[config.mk]
export PLATFORM = sky130hd
export DESIGN_NAME = knn_query_sequencer
export DESIGN_NICKNAME = d
export VERILOG_FILES = /design/src/rtl/knn_pkg.sv /design/src/rtl/knn_idx_counter.sv /design/src/rtl/knn_query_sequencer.sv
export SDC_FILE = /design/constraint.sdc
export NUM_CORES = 1
export LEC_CHECK = 0
export CORE_ASPECT_RATIO = 0.8
export CORE_MARGIN = 2
export CORE_UTILIZATION = 49
export DETAILED_ROUTE_END_ITERATION = 8
export PLACE_DENSITY = 0.82
export SETUP_SLACK_MARGIN = 0.5
export SLEW_MARGIN = 20
export SYNTH_ARGS = -nofsm -noshare
export SYNTH_HDL_FRONTEND = slang
export SYNTH_SLANG_ARGS = --single-unit
[constraint.sdc]
create_clock -name clk -period 3.4 [get_ports clk]
set_clock_uncertainty 0.15 [all_clocks]
set_input_delay 0.68 -clock clk [delete_from_list [all_inputs] [get_ports clk]]
set_output_delay 0.68 -clock clk [all_outputs]
set_load 0.01 [all_outputs]
[src/rtl/knn_pkg.sv]
// Shared constants and types for the KNN query sequencer and its counters.
package knn_pkg;

  localparam int K         = 10;
  localparam int N_CAND    = 64;
  localparam int DRAIN_LAT = 4;

  localparam int IDX_W   = $clog2(K);
  localparam int CAND_W  = $clog2(N_CAND);
  localparam int DRAIN_W = $clog2(DRAIN_LAT) + 1;

  typedef struct packed {
    logic              src;
    logic [CAND_W-1:0] idx;
  } knn_entry_t;

  typedef enum logic [2:0] {
    S_IDLE   = 3'd0,
    S_REPLAY = 3'd1,
    S_STREAM = 3'd2,
    S_DRAIN  = 3'd3,
    S_WAIT_K = 3'd4,
    S_COMMIT = 3'd5
  } seq_state_t;

endpackage

[src/rtl/knn_idx_counter.sv]
// Index counter with synchronous load, enable and terminal-count flag.
// Wraps exactly at its bound (MAX when counting up, 0 when counting down).
module knn_idx_counter #(
  parameter int             W    = 4,
  parameter logic [W-1:0]   MAX  = '1,
  parameter bit             DOWN = 1'b0
) (
  input  logic         clk,
  input  logic         rst_n,
  input  logic         load_i,
  input  logic [W-1:0] load_val_i,
  input  logic         en_i,
  output logic [W-1:0] cnt_o,
  output logic         tc_o
);

  logic [W-1:0] cnt_q, cnt_d;

  assign tc_o  = DOWN ? (cnt_q == '0) : (cnt_q == MAX);
  assign cnt_o = cnt_q;

  always_comb begin
    cnt_d = cnt_q;
    if (load_i) begin
      cnt_d = load_val_i;
    end else if (en_i) begin
      if (tc_o) cnt_d = DOWN ? MAX : '0;
      else      cnt_d = DOWN ? (cnt_q - 1'b1) : (cnt_q + 1'b1);
    end
  end

  always_ff @(posedge clk or negedge rst_n) begin
    if (!rst_n) cnt_q <= '0;
    else        cnt_q <= cnt_d;
  end

endmodule

[src/rtl/knn_query_sequencer.sv]
// Sequences one KNN query: cache replay, candidate stream, drain, top-K wait, commit.
// Optional replay of the previous top-K is enabled with `define PREV_KNN_REPLAY_EN.
//
// state  | meaning
// IDLE   | ready for a query; cache_flush honoured here
// REPLAY | present cached neighbours 0..K-1 to the compare unit
// STREAM | request candidates 0..N_CAND-1 from memory
// DRAIN  | wait for the compare pipeline to empty
// WAIT_K | wait for the sorter to finish
// COMMIT | cache captures top-K, query reported done
module knn_query_sequencer
  import knn_pkg::*;
(
  input  logic              clk,
  input  logic              rst_n,
  input  logic              query_valid,
  output logic              query_ready,
  input  logic              cache_flush,
  output logic [IDX_W-1:0]  cache_rd_idx,
  output logic              cand_req_valid,
  output logic [CAND_W-1:0] cand_req_addr,
  input  logic              cand_req_ready,
  output logic              src_sel,
  output logic              entry_valid,
  output logic              sort_start,
  input  logic              top_k_done,
  output logic              top_k_load,
  output logic              busy,
  output logic              query_done
);

  seq_state_t         state_q;
  logic               sort_start_q;
  logic               accept, cand_hs, cand_load, cand_tc, drain_tc;
  logic               rep_go, rep_tc;
  logic [CAND_W-1:0]  cand_cnt;
  logic [DRAIN_W-1:0] drain_cnt_unused;

  assign accept  = (state_q == S_IDLE) && query_valid;
  assign cand_hs = (state_q == S_STREAM) && cand_req_ready;

`ifdef PREV_KNN_REPLAY_EN
  logic             cache_vld_q;
  logic [IDX_W-1:0] rep_cnt;

  // A flush arriving together with the query already invalidates this replay.
  assign rep_go    = cache_vld_q && !cache_flush;
  assign cand_load = accept || ((state_q == S_REPLAY) && rep_tc);

  knn_idx_counter #(.W(IDX_W), .MAX(IDX_W'(K - 1)), .DOWN(1'b0)) u_rep_cnt (
    .clk        (clk),
    .rst_n      (rst_n),
    .load_i     (accept),
    .load_val_i ('0),
    .en_i       (state_q == S_REPLAY),
    .cnt_o      (rep_cnt),
    .tc_o       (rep_tc)
  );

  assign cache_rd_idx = rep_cnt;
`else
  logic unused_flush;
  assign unused_flush = cache_flush;
  assign rep_go       = 1'b0;
  assign rep_tc       = 1'b0;
  assign cand_load    = accept;
  assign cache_rd_idx = '0;
`endif

  knn_idx_counter #(.W(CAND_W), .MAX(CAND_W'(N_CAND - 1)), .DOWN(1'b0)) u_cand_cnt (
    .clk        (clk),
    .rst_n      (rst_n),
    .load_i     (cand_load),
    .load_val_i ('0),
    .en_i       (cand_hs),
    .cnt_o      (cand_cnt),
    .tc_o       (cand_tc)
  );

  knn_idx_counter #(.W(DRAIN_W), .MAX(DRAIN_W'(DRAIN_LAT - 1)), .DOWN(1'b1)) u_drain_cnt (
    .clk        (clk),
    .rst_n      (rst_n),
    .load_i     (cand_hs && cand_tc),
    .load_val_i (DRAIN_W'(DRAIN_LAT - 1)),
    .en_i       (state_q == S_DRAIN),
    .cnt_o      (drain_cnt_unused),
    .tc_o       (drain_tc)
  );

  always_ff @(posedge clk or negedge rst_n) begin
    if (!rst_n) begin
      state_q      <= S_IDLE;
      sort_start_q <= 1'b0;
`ifdef PREV_KNN_REPLAY_EN
      cache_vld_q  <= 1'b0;
`endif
    end else begin
      sort_start_q <= accept;
      case (state_q)
        S_IDLE: begin
`ifdef PREV_KNN_REPLAY_EN
          if (cache_flush) cache_vld_q <= 1'b0;
`endif
          if (query_valid) state_q <= rep_go ? S_REPLAY : S_STREAM;
        end
        S_REPLAY: if (rep_tc)             state_q <= S_STREAM;
        S_STREAM: if (cand_hs && cand_tc) state_q <= S_DRAIN;
        S_DRAIN:  if (drain_tc)           state_q <= S_WAIT_K;
        S_WAIT_K: if (top_k_done)         state_q <= S_COMMIT;
        S_COMMIT: begin
          state_q <= S_IDLE;
`ifdef PREV_KNN_REPLAY_EN
          cache_vld_q <= 1'b1;
`endif
        end
        default:  state_q <= S_IDLE;
      endcase
    end
  end

  assign query_ready    = (state_q == S_IDLE);
  assign busy           = (state_q != S_IDLE);
  assign sort_start     = sort_start_q;
  assign cand_req_valid = (state_q == S_STREAM);
  assign cand_req_addr  = cand_cnt;
  assign src_sel        = (state_q == S_STREAM);
  assign entry_valid    = (state_q == S_REPLAY) || cand_hs;
  assign top_k_load     = (state_q == S_COMMIT);
  assign query_done     = (state_q == S_COMMIT);

endmodule
==> results of run 1 <==
layout by cell type, fill, tap and decap left out, types with 3 or more instances in the layout:
master	count
clkdlybuf4s50_1	17
dfrtp_1	13
clkbuf_4	3
conb_1	4
inv_1	6
a21oi_1	7
and3_1	4
nand2_1	5
nor2_1	7
ha_1	3
o21ai_0	3
critical path, delay by kind of cell:
kind	cells	cell delay (ns)
AO/OA/AOI/OAI	1	0.11
AND/OR/NAND/NOR	2	0.26
buffers and inverters	2	0.76
what timing repair did:
action | in CTS | in global routing
setup endpoints to repair | 1 | 0
resized for setup | 1 | 0
buffers inserted | 0 | 0
path summary, 6_finish.rpt:
check / to / slack (ns) / depth (start not counted)
max: entry_valid / 0.76 / 5
min in group asynchronous: state_q[2] / 0.62 / 1
max in group asynchronous: u_drain_cnt.cnt_o[2] / 2.10 / 1
min: u_drain_cnt.cnt_o[1] / 0.43 / 2
min reg2reg: u_drain_cnt.cnt_o[1] / 0.43 / 2
max reg2reg: u_cand_cnt.cnt_o[5] / 1.63 / 3
per-layer routing:
layer | vias up | routed length, um | global-route usage (%) | part of all wire (%)
met2 | 25 | 792 | 36.5 | 48
li1 | 331 | - | - | -
met1 | 327 | 724 | 20.7 | 44
met5 | - | 0 | 0 | 0
met4 | 0 | 38 | 10.4 | 2.3
met3 | 4 | 100 | 4.74 | 6.0
cells by family (layout without fill, tap and decap cells):
logic type,count (synthesis),count (layout),share of synthesized area [%]
simple gates,32,32,24.4
compound gates,21,21,17.0
buf+inv,17,28,13.1
flops,13,13,39.2
fa+ha+maj,3,3,4.53
other cells,1,4,0.452
mux,1,1,1.21
state kept, by name, summed over array words and instances, names as in the netlist:
signal             count
u_cand_cnt.cnt_o       6
state_q                3
u_drain_cnt.cnt_o      3
sort_start             1
report_power, final:
| group | internal, mW | total, mW | switching [mW] |
|---|---|---|---|
| Clock | 0.0455 | 0.0935 | 0.0479 |
| Sequential | 0.205 | 0.279 | 0.0739 |
| Combinational | 0.181 | 0.336 | 0.155 |
per-stage QoR:
step	instance area [um^2]	util [%]	hold slack (ns)	setup WS, ns
finish	987	61.3	0.433	0.764
global route	987	61.3	0.479	0.666
CTS	987	61.3	0.445	0.749
detailed placement	962	59.8	0.426	0.482
global placement	962	59.8	0.405	0.541
floorplan	841	-	0.234	1.45
layout make-up:
class	count	area share [%]
flip-flops and latches	13	33.0
repair buffers	18	18.1
clock buffers	4	2.66
well taps	22	2.79
multi-input cells	61	41.2
inverters	6	2.28
==> impl_metrics.env, run 1 <==
export IMPL_fmax_mhz=379
export IMPL_outcome="finished, final reports clean"
export IMPL_netlist_top_cells_area="dfrtp_1 (39%), buf_4 (5.4%), ha_1 (4.5%), a21oi_1 (4.2%), buf_6 (4.1%)"
export IMPL_start_util_pct=51.5
export IMPL_start_kind="input pin"
export IMPL_row_count=13
export IMPL_ios=24
export IMPL_grt_pass1_vias=616
export IMPL_die_area_um2=2040
export IMPL_synth_common_cells="dfrtp_1 (13), a21oi_1 (7), nor2_1 (7)"
export IMPL_dpl_hpwl_um=1250
export IMPL_slew_headroom_pct=61.3
export IMPL_ant_nets=0
export IMPL_vias=687
export IMPL_path_clk_slew_ns=0.07
export IMPL_grt_max_degree=14
export IMPL_hold_path_class="reg2reg"
export IMPL_drive_gt1_share_pct=9.80
export IMPL_crit_path_end_kind="primary output"
export IMPL_powerDensity_nw_per_um2=718
export IMPL_path_class="in2out"
export IMPL_synth_edf_count=0
export IMPL_required_ns=2.57
export IMPL_nFillCells=137
export IMPL_grt_ovfl_total=0
export IMPL_antenna_found_initial=0
export IMPL_synth_cells=88
export IMPL_worst_path_max_delay_cell="clkdlybuf4s50_1"
export IMPL_total_power_mw=0.709
export IMPL_fin_tns_setup_ns=0
export IMPL_synth_cell_type_count=34
export IMPL_grt_setup_unrepaired="no"
export IMPL_portBuffers=18
export IMPL_hold_viol_final=0
export IMPL_routed_wl_um=1660
export IMPL_ys_seq_area_share_pct=39.2
export IMPL_drc=0
export IMPL_layoutNonFillerInstCount=124
export IMPL_clk_latency_ns=0.28
export IMPL_final_net_count=112
export IMPL_worstPathCellList="clkdlybuf4s50_1 > and3b_1 > a21oi_1 > nor2_1 > dlygate4sd2_1"
export IMPL_vias_per_cell=5.54
export IMPL_dieWidth_um=50
export IMPL_crit_reg2reg_launch="state_q[2]"
export IMPL_yosys_area_top_type="dfrtp_1"
export IMPL_post_route_period_util_pct=77.5
export IMPL_core_area_um2=1610
export IMPL_min_period_ns=2.64
export IMPL_numCtsBuffers=3
export IMPL_tightest_slew_ns=0.579
export IMPL_drv_slew=0
export IMPL_post_drt_wl_per_cell_um=13.4
export IMPL_ctsLongestPathBuffers=2
export IMPL_setup_viol=0
export IMPL_grtUsageTotal_pct=19.2
export IMPL_grt_pass1_wl_um=2760
export IMPL_slowest_delay_ns=0.47
export IMPL_startpoint="cand_req_ready"
export IMPL_yosysMostFrequentCell="dfrtp_1"
export IMPL_ys_seq_elements=13
export IMPL_drt_iter0_drc=26
export IMPL_worst_path_max_fanout=2
export IMPL_maxCapViolations=0
export IMPL_async_flop_share_pct=100
export IMPL_p_leak_nw=0.438
export IMPL_synth_area_per_cell_um2=9.43
export IMPL_ir_worst_vdd_mv=0.461
export IMPL_synth_ff_type="dfrtp_1"
export IMPL_synth_warnings=0
export IMPL_holdBufCountCts=0
export IMPL_htree_levels=1
export IMPL_syn_to_final_growth_pct=19.0
export IMPL_clock_sinks=13
export IMPL_netlist_area_um2=830
export IMPL_first_pass_iters=4
export IMPL_gp_congestion=0.841
export IMPL_min_from="u_drain_cnt.cnt_o[1]"
export IMPL_multi_input_area_um2=407
export IMPL_n_antenna_cell=0
export IMPL_seqCellArea_um2=325
export IMPL_root_buffer="clkbuf_4"
export IMPL_cts_tree="built"
export IMPL_arrival_ns=1.81
export IMPL_yosysTopAreaCellShare_pct=39.2
export IMPL_dieHeight_um=40.8
export IMPL_post_place_cells=120
No activity file was read; power rests on OpenSTA's default activity.
==> inputs of run 2 (changes only) <==
--- a/config.mk
+++ b/config.mk
@@ -7,9 +7,9 @@
 export LEC_CHECK = 0
 export CORE_ASPECT_RATIO = 0.8
 export CORE_MARGIN = 2
-export CORE_UTILIZATION = 49
+export CORE_UTILIZATION = 41
 export DETAILED_ROUTE_END_ITERATION = 8
-export PLACE_DENSITY = 0.82
+export PLACE_DENSITY = 0.73
 export SETUP_SLACK_MARGIN = 0.5
 export SLEW_MARGIN = 20
 export SYNTH_ARGS = -nofsm -noshare
==> constraint.sdc (replaced) <==
create_clock -name clk -period 2.3 [get_ports clk]
set_clock_uncertainty 0.15 [all_clocks]
set_input_delay 0.46 -clock clk [delete_from_list [all_inputs] [get_ports clk]]
set_output_delay 0.46 -clock clk [all_outputs]
set_load 0.01 [all_outputs]
==> run 2 against run 1 <==
  * Power grew 72%
  * Sequential power grew 32%
  * Sequential share of layout area shrank 5.3 points
  * Highest routed layer unchanged
  * Die area grew 18%
==> impl_metrics.env, run 2 (synthesis gave the netlist of run 1 again) <==
export IMPL_p_leak_nw=0.590
export IMPL_seqCellArea_um2=330
export IMPL_core_area_um2=1890
export IMPL_ctsLongestPathBuffers=2
export IMPL_maxCapViolations=0
export IMPL_grtUsageTotal_pct=19.9
export IMPL_slew_headroom_pct=60.7
export IMPL_htree_levels=1
export IMPL_path_depth=5
export IMPL_start_util_pct=43.8
export IMPL_die_area_um2=2400
export IMPL_ios=24
export IMPL_endpoint="entry_valid"
export IMPL_tightest_slew_ns=0.588
export IMPL_outcome="finished, final reports clean"
export IMPL_cp_top_family="flip-flops"
export IMPL_nFillCells=173
export IMPL_drive_gt1_share_pct=40.2
export IMPL_layout_commonest_cell="buf_4"
export IMPL_dieHeight_um=44.2
export IMPL_powerDensity_nw_per_um2=1020
export IMPL_arrival_ns=1.31
export IMPL_required_ns=1.69
export IMPL_holdBufCountCts=0
export IMPL_hold_viol_final=0
export IMPL_final_net_count=132
export IMPL_layout_common_cells="buf_4 (16), dfrtp_1 (9), nor2_1 (7), buf_6 (7)"
export IMPL_path_class="reg2out"
export IMPL_clk_latency_ns=0.29
export IMPL_root_buffer="clkbuf_4"
export IMPL_grt_setup_unrepaired="yes"
export IMPL_drc=0
export IMPL_fin_area_um2=1190
export IMPL_grt_ovfl_total=0
export IMPL_dpl_hpwl_um=1240
export IMPL_ir_worst_vdd_mv=0.720
export IMPL_grt_pass1_vias=809
export IMPL_routed_wl_um=2050
export IMPL_multi_input_area_um2=452
export IMPL_r2r_slack_ns=0.46
export IMPL_grt_max_degree=14
export IMPL_path_clk_slew_ns=0.08
export IMPL_row_count=14
export IMPL_numCtsBuffers=3
export IMPL_fmax_mhz=521
export IMPL_cts_tree="built"
export IMPL_worstPathCellList="buf_6 > and3b_1 > a21oi_1 > nor2_1 > buf_2"
export IMPL_clock_sinks=13
export IMPL_post_route_period_util_pct=83.5
export IMPL_place_area_um2=980
export IMPL_min_period_ns=1.92
export IMPL_holdWs_ns=0.389
export IMPL_drv_slew=0
export IMPL_reg2reg_depth=6
export IMPL_cp_num_buf_inv=2
export IMPL_portBuffers=18
export IMPL_start_kind="flip-flop"
export IMPL_worst_path_max_delay_cell="dfrtp_2"
export IMPL_crit_path_end_kind="primary output"
export IMPL_hold_path_class="in2async"
export IMPL_vias_per_cell=5.32
export IMPL_crit_reg2reg_launch="state_q[0]"
export IMPL_antenna_found_initial=0
export IMPL_startpoint="state_q[0]"
export IMPL_grt_pass1_wl_um=3330
export IMPL_drt_iter0_drc=21
export IMPL_worst_path_max_fanout=3
export IMPL_ant_nets=0
export IMPL_dieWidth_um=54.3
export IMPL_slowest_delay_ns=0.41
export IMPL_syn_to_final_growth_pct=44.0
export IMPL_post_drt_wl_per_cell_um=14.0
export IMPL_worstReg2RegEnd="u_cand_cnt.cnt_o[0]"
export IMPL_first_pass_iters=4
export IMPL_largest_register_ffs=6
export IMPL_vias=777
export IMPL_gp_congestion=0.815
export IMPL_setup_viol=0
export IMPL_n_antenna_cell=0
run 2: worst min-delay path by stage:
stage                           end  slack [ns]  depth (start not counted)
6_report        u_cand_cnt.cnt_o[1]        0.39                          1
5_1_grt        u_drain_cnt.cnt_o[2]        0.45                          1
4_1_cts         u_cand_cnt.cnt_o[1]        0.41                          1
3_5_place_dp   u_drain_cnt.cnt_o[1]        0.43                          2
3_3_place_gp   u_drain_cnt.cnt_o[0]        0.41                          2
2_1_floorplan            sort_start        0.01                          0
run 2: power by group:
group | switching (mW) | internal (mW) | total [mW]
combinational | 0.348 | 0.355 | 0.703
clock | 0.0826 | 0.0648 | 0.147
sequential | 0.0605 | 0.308 | 0.368
run 2: cell type report:
type | instances | area share (%)
clock buffers | 3 | 1.88
clock inverters | 1 | 0.419
inverters | 6 | 2.09
multi-input cells | 61 | 37.8
flip-flops and latches | 13 | 27.6
well taps | 24 | 2.51
repair buffers | 38 | 27.6
run 2: per-layer routing:
layer  vias to the layer above  part of all wire (%)  GRT usage, %
li1                        367                     -             -
met1                       373                    42          22.4
met2                        29                    51          34.7
met3                         8                   6.3          7.43
met4                         0                   1.2          6.00
met5                         -                     0             0
run 2: worst register-to-register path: stages, from the launching register on:
cell,delay (ns)
dfrtp_2,0.41
buf_4,0.15
buf_4,0.15
nand4bb_4,0.26
buf_6,0.17
a311o_2,0.35
a21oi_2,0.12
run 2: timing repair:
action,4_1_cts,5_1_grt
pin swaps,7,4
gates resized for setup,43,15
setup buffers,15,3
endpoints found under the hold margin,0,0
setup endpoints to repair,17,15
run 2: per-stage QoR:
step	setup slack [ns]	setup TNS, ns	total power [mW]	std cells	utilization (%)
4_1_cts	0.420	0	1.13	143	58.5
2_1_floorplan	0.571	0	0.731	91	-
6_report	0.381	0	1.22	146	63.2
5_1_grt	0.315	0	1.32	146	63.2
3_3_place_gp	-0.0651	-0.0651	0.890	124	51.8
3_5_place_dp	-0.0899	-0.0899	0.915	124	51.8
